`src/rtl/squid_rs_pkg.sv`:
```
// rtl/squid_rs_pkg.sv - GF(16) symbol type, codeword geometry and constant multiplier
package squid_rs_pkg;

    localparam int SYM_W   = 4;
    localparam int NUM_SYM = 12;
    localparam int NUM_SYN = 4;
    localparam int NUM_VP  = 8;
    localparam int NUM_PP  = 4;

    typedef logic [SYM_W-1:0] sym_t;

    // alpha^n for n = 0..14, field generated by x^4 + x + 1
    localparam sym_t ALPHA_POW [15] = '{
        4'h1, 4'h2, 4'h4, 4'h8, 4'h3, 4'h6, 4'hC, 4'hB,
        4'h5, 4'hA, 4'h7, 4'hE, 4'hF, 4'hD, 4'h9
    };

    function automatic sym_t gf16_xtime(input sym_t a);
        return {a[2:0], 1'b0} ^ (a[3] ? 4'h3 : 4'h0);
    endfunction

    // Multiply by alpha^power; power is always an elaboration constant, so
    // this collapses to a fixed XOR network.
    function automatic sym_t gf16_mul_const(input sym_t sym, input int power);
        logic [3:0] idx;
        sym_t       coef;
        sym_t       acc;
        sym_t       t;
        idx  = 4'(power % 15);
        coef = ALPHA_POW[idx];
        acc  = '0;
        t    = sym;
        for (int i = 0; i < SYM_W; i++) begin
            if (coef[i]) begin
                acc = acc ^ t;
            end
            t = gf16_xtime(t);
        end
        return acc;
    endfunction

endpackage

```
`src/rtl/gf16_horner_cell.sv`:
```
// rtl/gf16_horner_cell.sv - one syndrome accumulator S_j with beat-wide Horner update
module gf16_horner_cell
    import squid_rs_pkg::*;
#(
    parameter int J   = 0,
    parameter int SPB = 4
) (
    input  logic                 clk,
    input  logic                 rst,
    input  logic                 en,
    input  logic                 clr,
    input  logic [SPB*SYM_W-1:0] sym,
    output logic [SYM_W-1:0]     s_next
);

    sym_t s_q;
    sym_t s_d;

    // Horner step: shift the running sum past one beat, then fold in this beat.
    always_comb begin
        sym_t acc;
        acc = clr ? '0 : gf16_mul_const(s_q, J * SPB);
        for (int k = 0; k < SPB; k++) begin
            acc = acc ^ gf16_mul_const(sym[k*SYM_W +: SYM_W], J * k);
        end
        s_next = acc;
        s_d    = en ? acc : s_q;
    end

    // Syndrome register.
    always_ff @(posedge clk or posedge rst) begin
        if (rst) begin
            s_q <= '0;
        end else begin
            s_q <= s_d;
        end
    end

endmodule

```
`src/rtl/rs_burst_syndrome_accumulator.sv`:
```
// rtl/rs_burst_syndrome_accumulator.sv - burst codeword collector with incremental RS syndromes
module rs_burst_syndrome_accumulator
    import squid_rs_pkg::*;
#(
    parameter int SPB = 4
) (
    input  logic                      clk,
    input  logic                      rst,
    input  logic                      in_valid,
    output logic                      in_ready,
    input  logic                      in_first,
    input  logic [SPB*SYM_W-1:0]      in_sym,
    output logic                      out_valid,
    input  logic                      out_ready,
    output logic [NUM_VP*SYM_W-1:0]   out_vp,
    output logic [NUM_PP*SYM_W-1:0]   out_pp,
    output logic [NUM_SYN*SYM_W-1:0]  out_syn,
    output logic                      out_err,
    output logic                      frame_err
);

    localparam int NB = NUM_SYM / SPB;

    typedef enum logic {
        IDLE  = 1'b0,
        ACCUM = 1'b1
    } state_t;

    state_t                     state_q, state_d;
    logic [3:0]                 beat_cnt_q, beat_cnt_d;
    sym_t                       cw_q [NUM_SYM];
    sym_t                       cw_d [NUM_SYM];
    logic                       out_valid_q, out_valid_d;
    logic [NUM_VP*SYM_W-1:0]    vp_q, vp_d;
    logic [NUM_PP*SYM_W-1:0]    pp_q, pp_d;
    logic [NUM_SYN*SYM_W-1:0]   syn_q, syn_d;
    logic                       err_q, err_d;
    logic                       frame_err_q, frame_err_d;
    logic [NUM_SYN*SYM_W-1:0]   syn_next;

    logic accept, start, cont, stray, acc_en, final_beat, last_slot;
    int   base;

    // Handshake, framing decisions and beat-counter/state next values.
    always_comb begin
        last_slot   = (beat_cnt_q == 4'(NB - 1));
        // Only the beat that completes a codeword needs room in the output slot.
        in_ready    = !last_slot || !out_valid_q || out_ready;
        accept      = in_valid && in_ready;
        start       = accept && in_first;
        cont        = accept && !in_first && (state_q == ACCUM);
        stray       = accept && !in_first && (state_q == IDLE);
        acc_en      = start || cont;
        final_beat  = start ? (NB == 1) : (cont && last_slot);
        frame_err_d = stray || (start && (state_q == ACCUM));

        beat_cnt_d = beat_cnt_q;
        if (start) begin
            beat_cnt_d = (NB == 1) ? 4'd0 : 4'd1;
        end else if (cont) begin
            beat_cnt_d = last_slot ? 4'd0 : beat_cnt_q + 4'd1;
        end
        state_d = (beat_cnt_d == 4'd0) ? IDLE : ACCUM;
    end

    // Codeword buffer: highest indices arrive first, beat b lands at base..base+SPB-1.
    always_comb begin
        base = NUM_SYM - SPB * ((start ? 0 : int'(beat_cnt_q)) + 1);
        for (int i = 0; i < NUM_SYM; i++) begin
            cw_d[i] = cw_q[i];
            for (int k = 0; k < SPB; k++) begin
                if (acc_en && (base + k == i)) begin
                    cw_d[i] = in_sym[k*SYM_W +: SYM_W];
                end
            end
        end
    end

    // Output slot: load on completion, drain on consume, otherwise hold.
    always_comb begin
        out_valid_d = out_valid_q;
        vp_d        = vp_q;
        pp_d        = pp_q;
        syn_d       = syn_q;
        err_d       = err_q;
        if (final_beat) begin
            out_valid_d = 1'b1;
            for (int i = 0; i < NUM_VP; i++) begin
                vp_d[i*SYM_W +: SYM_W] = cw_d[i];
            end
            for (int i = 0; i < NUM_PP; i++) begin
                pp_d[i*SYM_W +: SYM_W] = cw_d[NUM_VP + i];
            end
            syn_d = syn_next;
            err_d = |syn_next;
        end else if (out_ready) begin
            out_valid_d = 1'b0;
        end
    end

    genvar j;
    generate
        for (j = 0; j < NUM_SYN; j++) begin : g_syn
            gf16_horner_cell #(
                .J   (j),
                .SPB (SPB)
            ) u_cell (
                .clk    (clk),
                .rst    (rst),
                .en     (acc_en),
                .clr    (start),
                .sym    (in_sym),
                .s_next (syn_next[j*SYM_W +: SYM_W])
            );
        end
    endgenerate

    // State, buffer and output slot registers.
    always_ff @(posedge clk or posedge rst) begin
        if (rst) begin
            state_q     <= IDLE;
            beat_cnt_q  <= '0;
            out_valid_q <= 1'b0;
            vp_q        <= '0;
            pp_q        <= '0;
            syn_q       <= '0;
            err_q       <= 1'b0;
            frame_err_q <= 1'b0;
            for (int i = 0; i < NUM_SYM; i++) begin
                cw_q[i] <= '0;
            end
        end else begin
            state_q     <= state_d;
            beat_cnt_q  <= beat_cnt_d;
            out_valid_q <= out_valid_d;
            vp_q        <= vp_d;
            pp_q        <= pp_d;
            syn_q       <= syn_d;
            err_q       <= err_d;
            frame_err_q <= frame_err_d;
            for (int i = 0; i < NUM_SYM; i++) begin
                cw_q[i] <= cw_d[i];
            end
        end
    end

    assign out_valid = out_valid_q;
    assign out_vp    = vp_q;
    assign out_pp    = pp_q;
    assign out_syn   = syn_q;
    assign out_err   = err_q;
    assign frame_err = frame_err_q;

endmodule

```
`config.mk`:
```
export PLATFORM = sky130hd
export DESIGN_NAME = rs_burst_syndrome_accumulator
export DESIGN_NICKNAME = d
export VERILOG_FILES = /design/src/rtl/squid_rs_pkg.sv /design/src/rtl/gf16_horner_cell.sv /design/src/rtl/rs_burst_syndrome_accumulator.sv
export SDC_FILE = /design/constraint.sdc
export NUM_CORES = 1
export LEC_CHECK = 0
export CORE_AREA = 5 5 128 130
export DETAILED_ROUTE_END_ITERATION = 6
export DIE_AREA = 0 0 133 135
export PLACE_DENSITY_LB_ADDON = 0.3
export SLEW_MARGIN = 20
export SYNTH_ARGS = -nofsm -noshare
export SYNTH_HDL_FRONTEND = slang
export SYNTH_SLANG_ARGS = --single-unit
```
`constraint.sdc`:
```
create_clock -name clk -period 9.6 [get_ports clk]
set_input_delay 0.96 -clock clk [delete_from_list [all_inputs] [get_ports clk]]
set_output_delay 0.96 -clock clk [all_outputs]
set_load 0.005 [all_outputs]
```
-- Yosys cells after proc, flatten, opt, wreduce, memory -nomap -nowiden
Index checks and enable logic that the tools add are counted.
- shifts and indexed selects: 0
- bitwise gates (word level): 41
- $add $sub $neg: 6
- eq/ne operators: 45
- multiply operators: 0
- $lt $le $gt $ge: 0
- reduce and logical (&&, ||, !) cells: 69
- divide/modulo/power cells: 0
- mux-type cells: 75
- operators with widths (kind ; number):
    $mux W4 ; 56
    $xor A4 B4 Y4 ; 39
    $logic_not A32 Y1 ; 4
    $eq A9 B4 Y1 const B ; 12
    $eq A9 B5 Y1 const B ; 12
    $logic_and A1 B1 Y1 ; 55
    $eq A9 B3 Y1 const B ; 6
    $eq A8 B4 Y1 const B ; 4
    $eq A8 B5 Y1 const B ; 4
    $mux W2 ; 15
    $eq A9 B2 Y1 const B ; 3
    $add A8 B3 Y9 const B ; 2
    $eq A8 B3 Y1 const B ; 2
    $reduce_or A16 Y1 ; 1
    $add A8 B2 Y9 const B ; 1
    $eq A8 B2 Y1 const B ; 1
    $sub A4 B7 Y8 const A ; 1
    $add A4 B1 Y5 const B ; 1
    $add A4 B1 Y4 const B ; 1
    $eq A4 B2 Y1 const B ; 1
    $logic_not A4 Y1 ; 1
    $logic_or A1 B1 Y1 ; 4
    $mux W1 ; 4
    $xor A4 B2 Y4 ; 1
    other kinds (3) ; 5
- memory bits (read-only): 0
- flip-flop bits (word level): 136
- output and inout bits: 68
- memory bits (writable): 0
- word-level logic and storage cells: 260
- memories: 0
- bits in latches: 0

-- Logic depth before layout (Yosys ltp)
- depth in word-level cells: 15
- mapped depth: 10
- mapped depth without buffers: 9

-- Modules after synthesis
From an unflattened synthesis, not the netlist that was laid out.
- cells, all modules: 658
- area total of the unflattened synthesis: 7109.3 µm²
- by module, submodules not included (module ; seq. area each (µm²) ; cells an instance ; instances ; area each (µm²)):
    rs_burst_syndrome_accumulator ; 3002.9 ; 458 ; 1 ; 5094.9
    gf16_horner_cell (g_syn[2].u_cell) ; 100.1 ; 57 ; 1 ; 589.3
    gf16_horner_cell (g_syn[3].u_cell) ; 100.1 ; 49 ; 1 ; 549.3
    gf16_horner_cell (g_syn[1].u_cell) ; 100.1 ; 55 ; 1 ; 504.2
    gf16_horner_cell (g_syn[0].u_cell) ; 100.1 ; 39 ; 1 ; 371.6

-- Worst setup path before layout
Ideal clock, no wire load.
- kind: input to register
- from: input port in_sym[11]
- to: register err_q, in the netlist out_err
- data required time: 9.466 ns
- data arrival time: 2.890 ns
- setup slack: 6.576 ns
- stages: 8
- setup time: 0.134 ns
- cells stage by stage: clkbuf_1 xor2_1 xnor2_1 xnor3_1 xnor2_1 nand4_1 a2111oi_0 a21oi_1
- cells in the longest elaborated chain, start to end: 8
- elaborated cells on any way between the ends: 15
- those cells by class: 1 x mux; 13 x bitwise; 1 x reduce/logical
- ends and longest elaborated chain (element ; line ; source):
    start: declaration ; rs_burst_syndrome_accumulator.sv:12 ; input logic [SPB*SYM_W-1:0] in_sym,
    $mux W2 ; squid_rs_pkg.sv:19 ; return {a[2:0], 1'b0} ^ (a[3] ? 4'h3 : 4'h0);
    $xor A4 B4 Y4 ; squid_rs_pkg.sv:19 ;
    $xor A4 B4 Y4 (2 in series) ; -- ;
    $xor A4 B4 Y4 ; squid_rs_pkg.sv:35 ; acc = acc ^ t;
    $xor A4 B4 Y4 (2 in series) ; gf16_horner_cell.sv:24 ; acc = acc ^ gf16_mul_const(sym[k*SYM_W +: SYM_W], J * k);
    $reduce_or A16 Y1 * ; rs_burst_syndrome_accumulator.sv:95 ; err_d = |syn_next;
    end signal: assignment ; rs_burst_syndrome_accumulator.sv:139 ; err_q <= err_d;
    end: declaration ; rs_burst_syndrome_accumulator.sv:37 ; logic err_q, err_d;
Mark *: on every way between the ends. The rest lies on a longest branch, timed or not.
A chain may end at the register's enable or synchronous reset.

-- Worst setup path after layout
- from: input port out_ready
- to: register state_q
- cells in the longest elaborated chain, start to end: 8
- elaborated cells on any way between the ends: 9
- those cells by class: 3 x mux; 6 x reduce/logical
- ends and longest elaborated chain (element ; line ; source):
    start: declaration ; rs_burst_syndrome_accumulator.sv:14 ; input logic out_ready,
    $logic_or A1 B1 Y1 * ; rs_burst_syndrome_accumulator.sv:48 ; in_ready = !last_slot || !out_valid_q || out_ready;
    $logic_and A1 B1 Y1 * ; rs_burst_syndrome_accumulator.sv:49 ; accept = in_valid && in_ready;
    $logic_and A1 B1 Y1 (2 in series) ; rs_burst_syndrome_accumulator.sv:51 ; cont = accept && !in_first && (state_q == ACCUM);
    $mux W4 ; rs_burst_syndrome_accumulator.sv:60 ; end else if (cont) begin
    $mux W4 * ; rs_burst_syndrome_accumulator.sv:58 ; if (start) begin
    net beat_cnt_d[1] ; rs_burst_syndrome_accumulator.sv:30 ; logic [3:0] beat_cnt_q, beat_cnt_d;
    $logic_not A4 Y1 * ; rs_burst_syndrome_accumulator.sv:63 ; state_d = (beat_cnt_d == 4'd0) ? IDLE : ACCUM;
    $mux W1 * ; rs_burst_syndrome_accumulator.sv:63 ;
    net state_d ; rs_burst_syndrome_accumulator.sv:29 ; state_t state_q, state_d;
    end signal: assignment ; rs_burst_syndrome_accumulator.sv:133 ; state_q <= state_d;
    end: declaration ; rs_burst_syndrome_accumulator.sv:29 ;
Mark *: on every way through the listed nets, which the timed path passes. The rest lies on a longest branch.

==> flow_summary.json <==
{
  "outcome": "complete, no violations",
  "vdd_drop_max_v": 0.000171,
  "tightest_slew_ps": 961,
  "cp-start-kind": "primary input",
  "netlist_instances": 484,
  "p_switching_uw": 747,
  "grt_use_met1_pct": 20.4,
  "drc": 0,
  "grt_max_degree": 85,
  "slowest_stage": "nand2_4",
  "min_path_type": "flop to flop",
  "skew_ps": 16.6,
  "ys_ff_latch": 136,
  "path_clk_slew_ps": 50,
  "yosys_warnings": 0,
  "area_delta_synth_final_pct": 26.4,
  "hold_start": "out_syn[1]",
  "fin_crit_sh_pct": 38.9,
  "num_antenna_cells": 0,
  "io_buffers": 88,
  "rrSetupSlack_ps": 5950,
  "timing.setup.tns_ps": 0,
  "crit_fanout": 81,
  "reg2regPathDepth": 8,
  "intPower_uw": 1730,
  "cts.path.max_buffers": 2,
  "final_antenna_net_count": 0,
  "io-pin-count": 89,
  "post_cts_buffers": 0,
  "die_x_microns": 133,
  "postSynth.asyncResetShare_pct": 100,
  "syn-cell-area_sq_um": 6150,
  "crit_type": "primary input to flop",
  "powerDensity_nw_per_um2": 318,
  "rows": 45,
  "cts_tree": "built",
  "worst_ep_arrival_time_ps": 4030,
  "avgRoutedWirePerCell_microns": 17.6,
  "cts_root_buf": "clkbuf_16",
  "max_stage_delay_ps": 670,
  "core_sq_um": 15000,
  "grt_overflow": 0,
  "share_comb_of_total_power_pct": 35.5,
  "whs_ps": 472,
  "place_congestion": 0.748,
  "die_area_sq_um": 18000,
  "finalSetupViolations": 0,
  "fin_crit_ps": 3730,
  "grtUsageTotal_pct": 16.0,
  "vias": 3841,
  "cp.required_ps": 9890,
  "hold_viol": 0,
  "met2_usage_pct": 25.3,
  "ctsHoldBuffers": 0,
  "cts_resized": 0,
  "drive_gt1_share_pct": 21.9,
  "leakage_uw": 0.00342,
  "grt_antenna_before_repair": 0,
  "wl_microns": 13400,
  "relSlewSlack_pct": 35.9,
  "start_util_pct": 40.9,
  "ys_types": 44,
  "cts_max_level": 4,
  "dp_hpwl_microns": 8990,
  "avgSynthCellArea_sq_um": 12.7,
  "rr_endpoint": "state_q",
  "clock.fmax_mhz": 268,
  "timing.rr.start": "beat_cnt_q[1]",
  "slew_viol_final": 0,
  "top_usage_layer": "met2",
  "drt_first_iter_violations": 209,
  "grt_pass1_wl_microns": 22300,
  "nets": 587,
  "rsz0062_at_grt": "false",
  "p_sw_share_pct": 30.2,
  "cp-end-kind": "flop",
  "holdPathStages": 2,
  "synth_edf_count": 0,
  "worstSkewPairLatency_ps": 430,
  "ys_seq_area_share_pct": 55.3,
  "cts_buffers": 17,
  "die_h_microns": 135,
  "clkSinkCount": 136,
  "use_met3_pct": 5.74,
  "grt_pass1_vias": 4119,
  "min_to": "out_syn[1]",
  "crit_chain": "clkdlybuf4s50_1 > nor2b_1 > a21bo_2 > nor3b_4 > nand2_4 > nand2_1 > a211oi_1 > or4_1",
  "viasPerCell": 5.03,
  "max-cap-violations": 0,
  "seqPwrFrac_pct": 38.5,
  "ys.flop_type": "dfrtp_1",
  "power_frac_clock_pct": 26.0,
  "firstDrtPassIters": 4,
  "syn-num-nets": 507
}
[worst max-delay path: cells and delay by family]
family / cells / cell delay (ps)
compound gates: 2 / 340
simple gates: 5 / 2250
buf+inv: 1 / 450
[layout by cell type, fill, tap and decap left out, types with 2 or more instances in the layout]
cell type / instances
xnor3_1: 4
o221ai_1: 2
xnor2_2: 2
clkinv_4: 3
a21o_1: 2
inv_6: 2
nand4_1: 4
nand2_1: 42
mux2_1: 17
clkinv_2: 4
clkbuf_16: 17
clkdlybuf4s50_1: 88
xor2_1: 26
nor2_1: 21
a311oi_1: 3
dfrtp_1: 136
nand3_1: 3
ha_1: 2
inv_1: 2
mux2_2: 80
bufinv_16: 2
a21oi_1: 13
xnor2_1: 48
clkbuf_8: 4
o21ai_0: 24
[how the worst max path moves through the flow]
stage	startpoint	to	slack, ps	depth (start not counted)
final	out_ready	state_q	5870	8
after global routing	out_ready	state_q	5690	8
after CTS	out_ready	out_vp[20]	5750	8
after detailed placement	out_ready	out_vp[21]	5290	8
after global placement	out_ready	out_vp[30]	5380	8
after floorplan	rst	beat_cnt_q[0]	5000	1
[flip-flops by register name, indices dropped and copies added, names as in the netlist]
name,cells
out_err,1
out_pp,16
out_valid,1
g_syn.u_cell.s_q,16
state_q,1
out_vp,32
frame_err,1
beat_cnt_q,4
cw_q,48
out_syn,16
[layout make-up]
cell class / instances / area [sq um]
fillers: 1263 / 7260
flip-flops and latches: 136 / 3400
multi-input cells: 315 / 2620
repair buffers: 91 / 913
clock buffers: 20 / 467
well taps: 188 / 235
clock inverters: 11 / 123
inverters: 3 / 16.3
[synthesized netlist by cell type, drive strengths merged (2+ instances only)]
cell type / n / area, sq um
a21o: 2 / 15.0
a21oi: 13 / 65.1
a311oi: 3 / 26.3
buf: 13 / 62.6
clkbuf: 17 / 65.1
dfrtp: 136 / 3400
ha: 2 / 25.0
inv: 3 / 11.3
mux2: 97 / 1090
nand2: 43 / 161
nand3: 4 / 25.0
nand4: 4 / 25.0
nor2: 21 / 78.8
nor3b: 2 / 31.3
nor4: 2 / 27.5
o21ai: 24 / 120
o221ai: 2 / 17.5
xnor2: 50 / 453
xnor3: 4 / 90.1
xor2: 26 / 228
[metal layers]
layer / up-vias / part of all wire, %
li1: 1817 / -
met1: 1916 / 46
met2: 94 / 47
met3: 14 / 5.6
met4: 0 / 1.3
met5: - / 0
[logic make-up after synthesis]
logic type / share of synthesized area [%]
muxes: 17.8
and+or+nand+nor: 6.76
xor gates and xnor gates: 12.5
DFF: 55.3
buffers and inverters: 2.26
adders and majority gates: 0.407
AOI/OAI and AO/OA: 4.94
[power groups by stage]
stage | combinational, uW | sequential (uW) | clock [uW]
6_report | 878 | 953 | 643
5_1_grt | 971 | 986 | 685
4_1_cts | 887 | 954 | 661
3_5_place_dp | 880 | 961 | 0
3_3_place_gp | 858 | 954 | 0
2_1_floorplan | 504 | 936 | 0
[metrics by stage]
| step | util (%) | cells | total power, uW | area, sq um | setup WS (ps) |
|---|---|---|---|---|---|
| 6_report | 51.7 | 764 | 2470 | 7770 | 5870 |
| 5_1_grt | 51.7 | 764 | 2640 | 7770 | 5690 |
| 4_1_cts | 51.6 | 763 | 2500 | 7750 | 5750 |
| 3_5_place_dp | 47.7 | 732 | 1840 | 7170 | 5290 |
| 3_3_place_gp | 47.7 | 732 | 1810 | 7170 | 5380 |
| 2_1_floorplan | - | 484 | 1440 | 6150 | 5000 |
No activity file was read; power rests on OpenSTA's default activity.
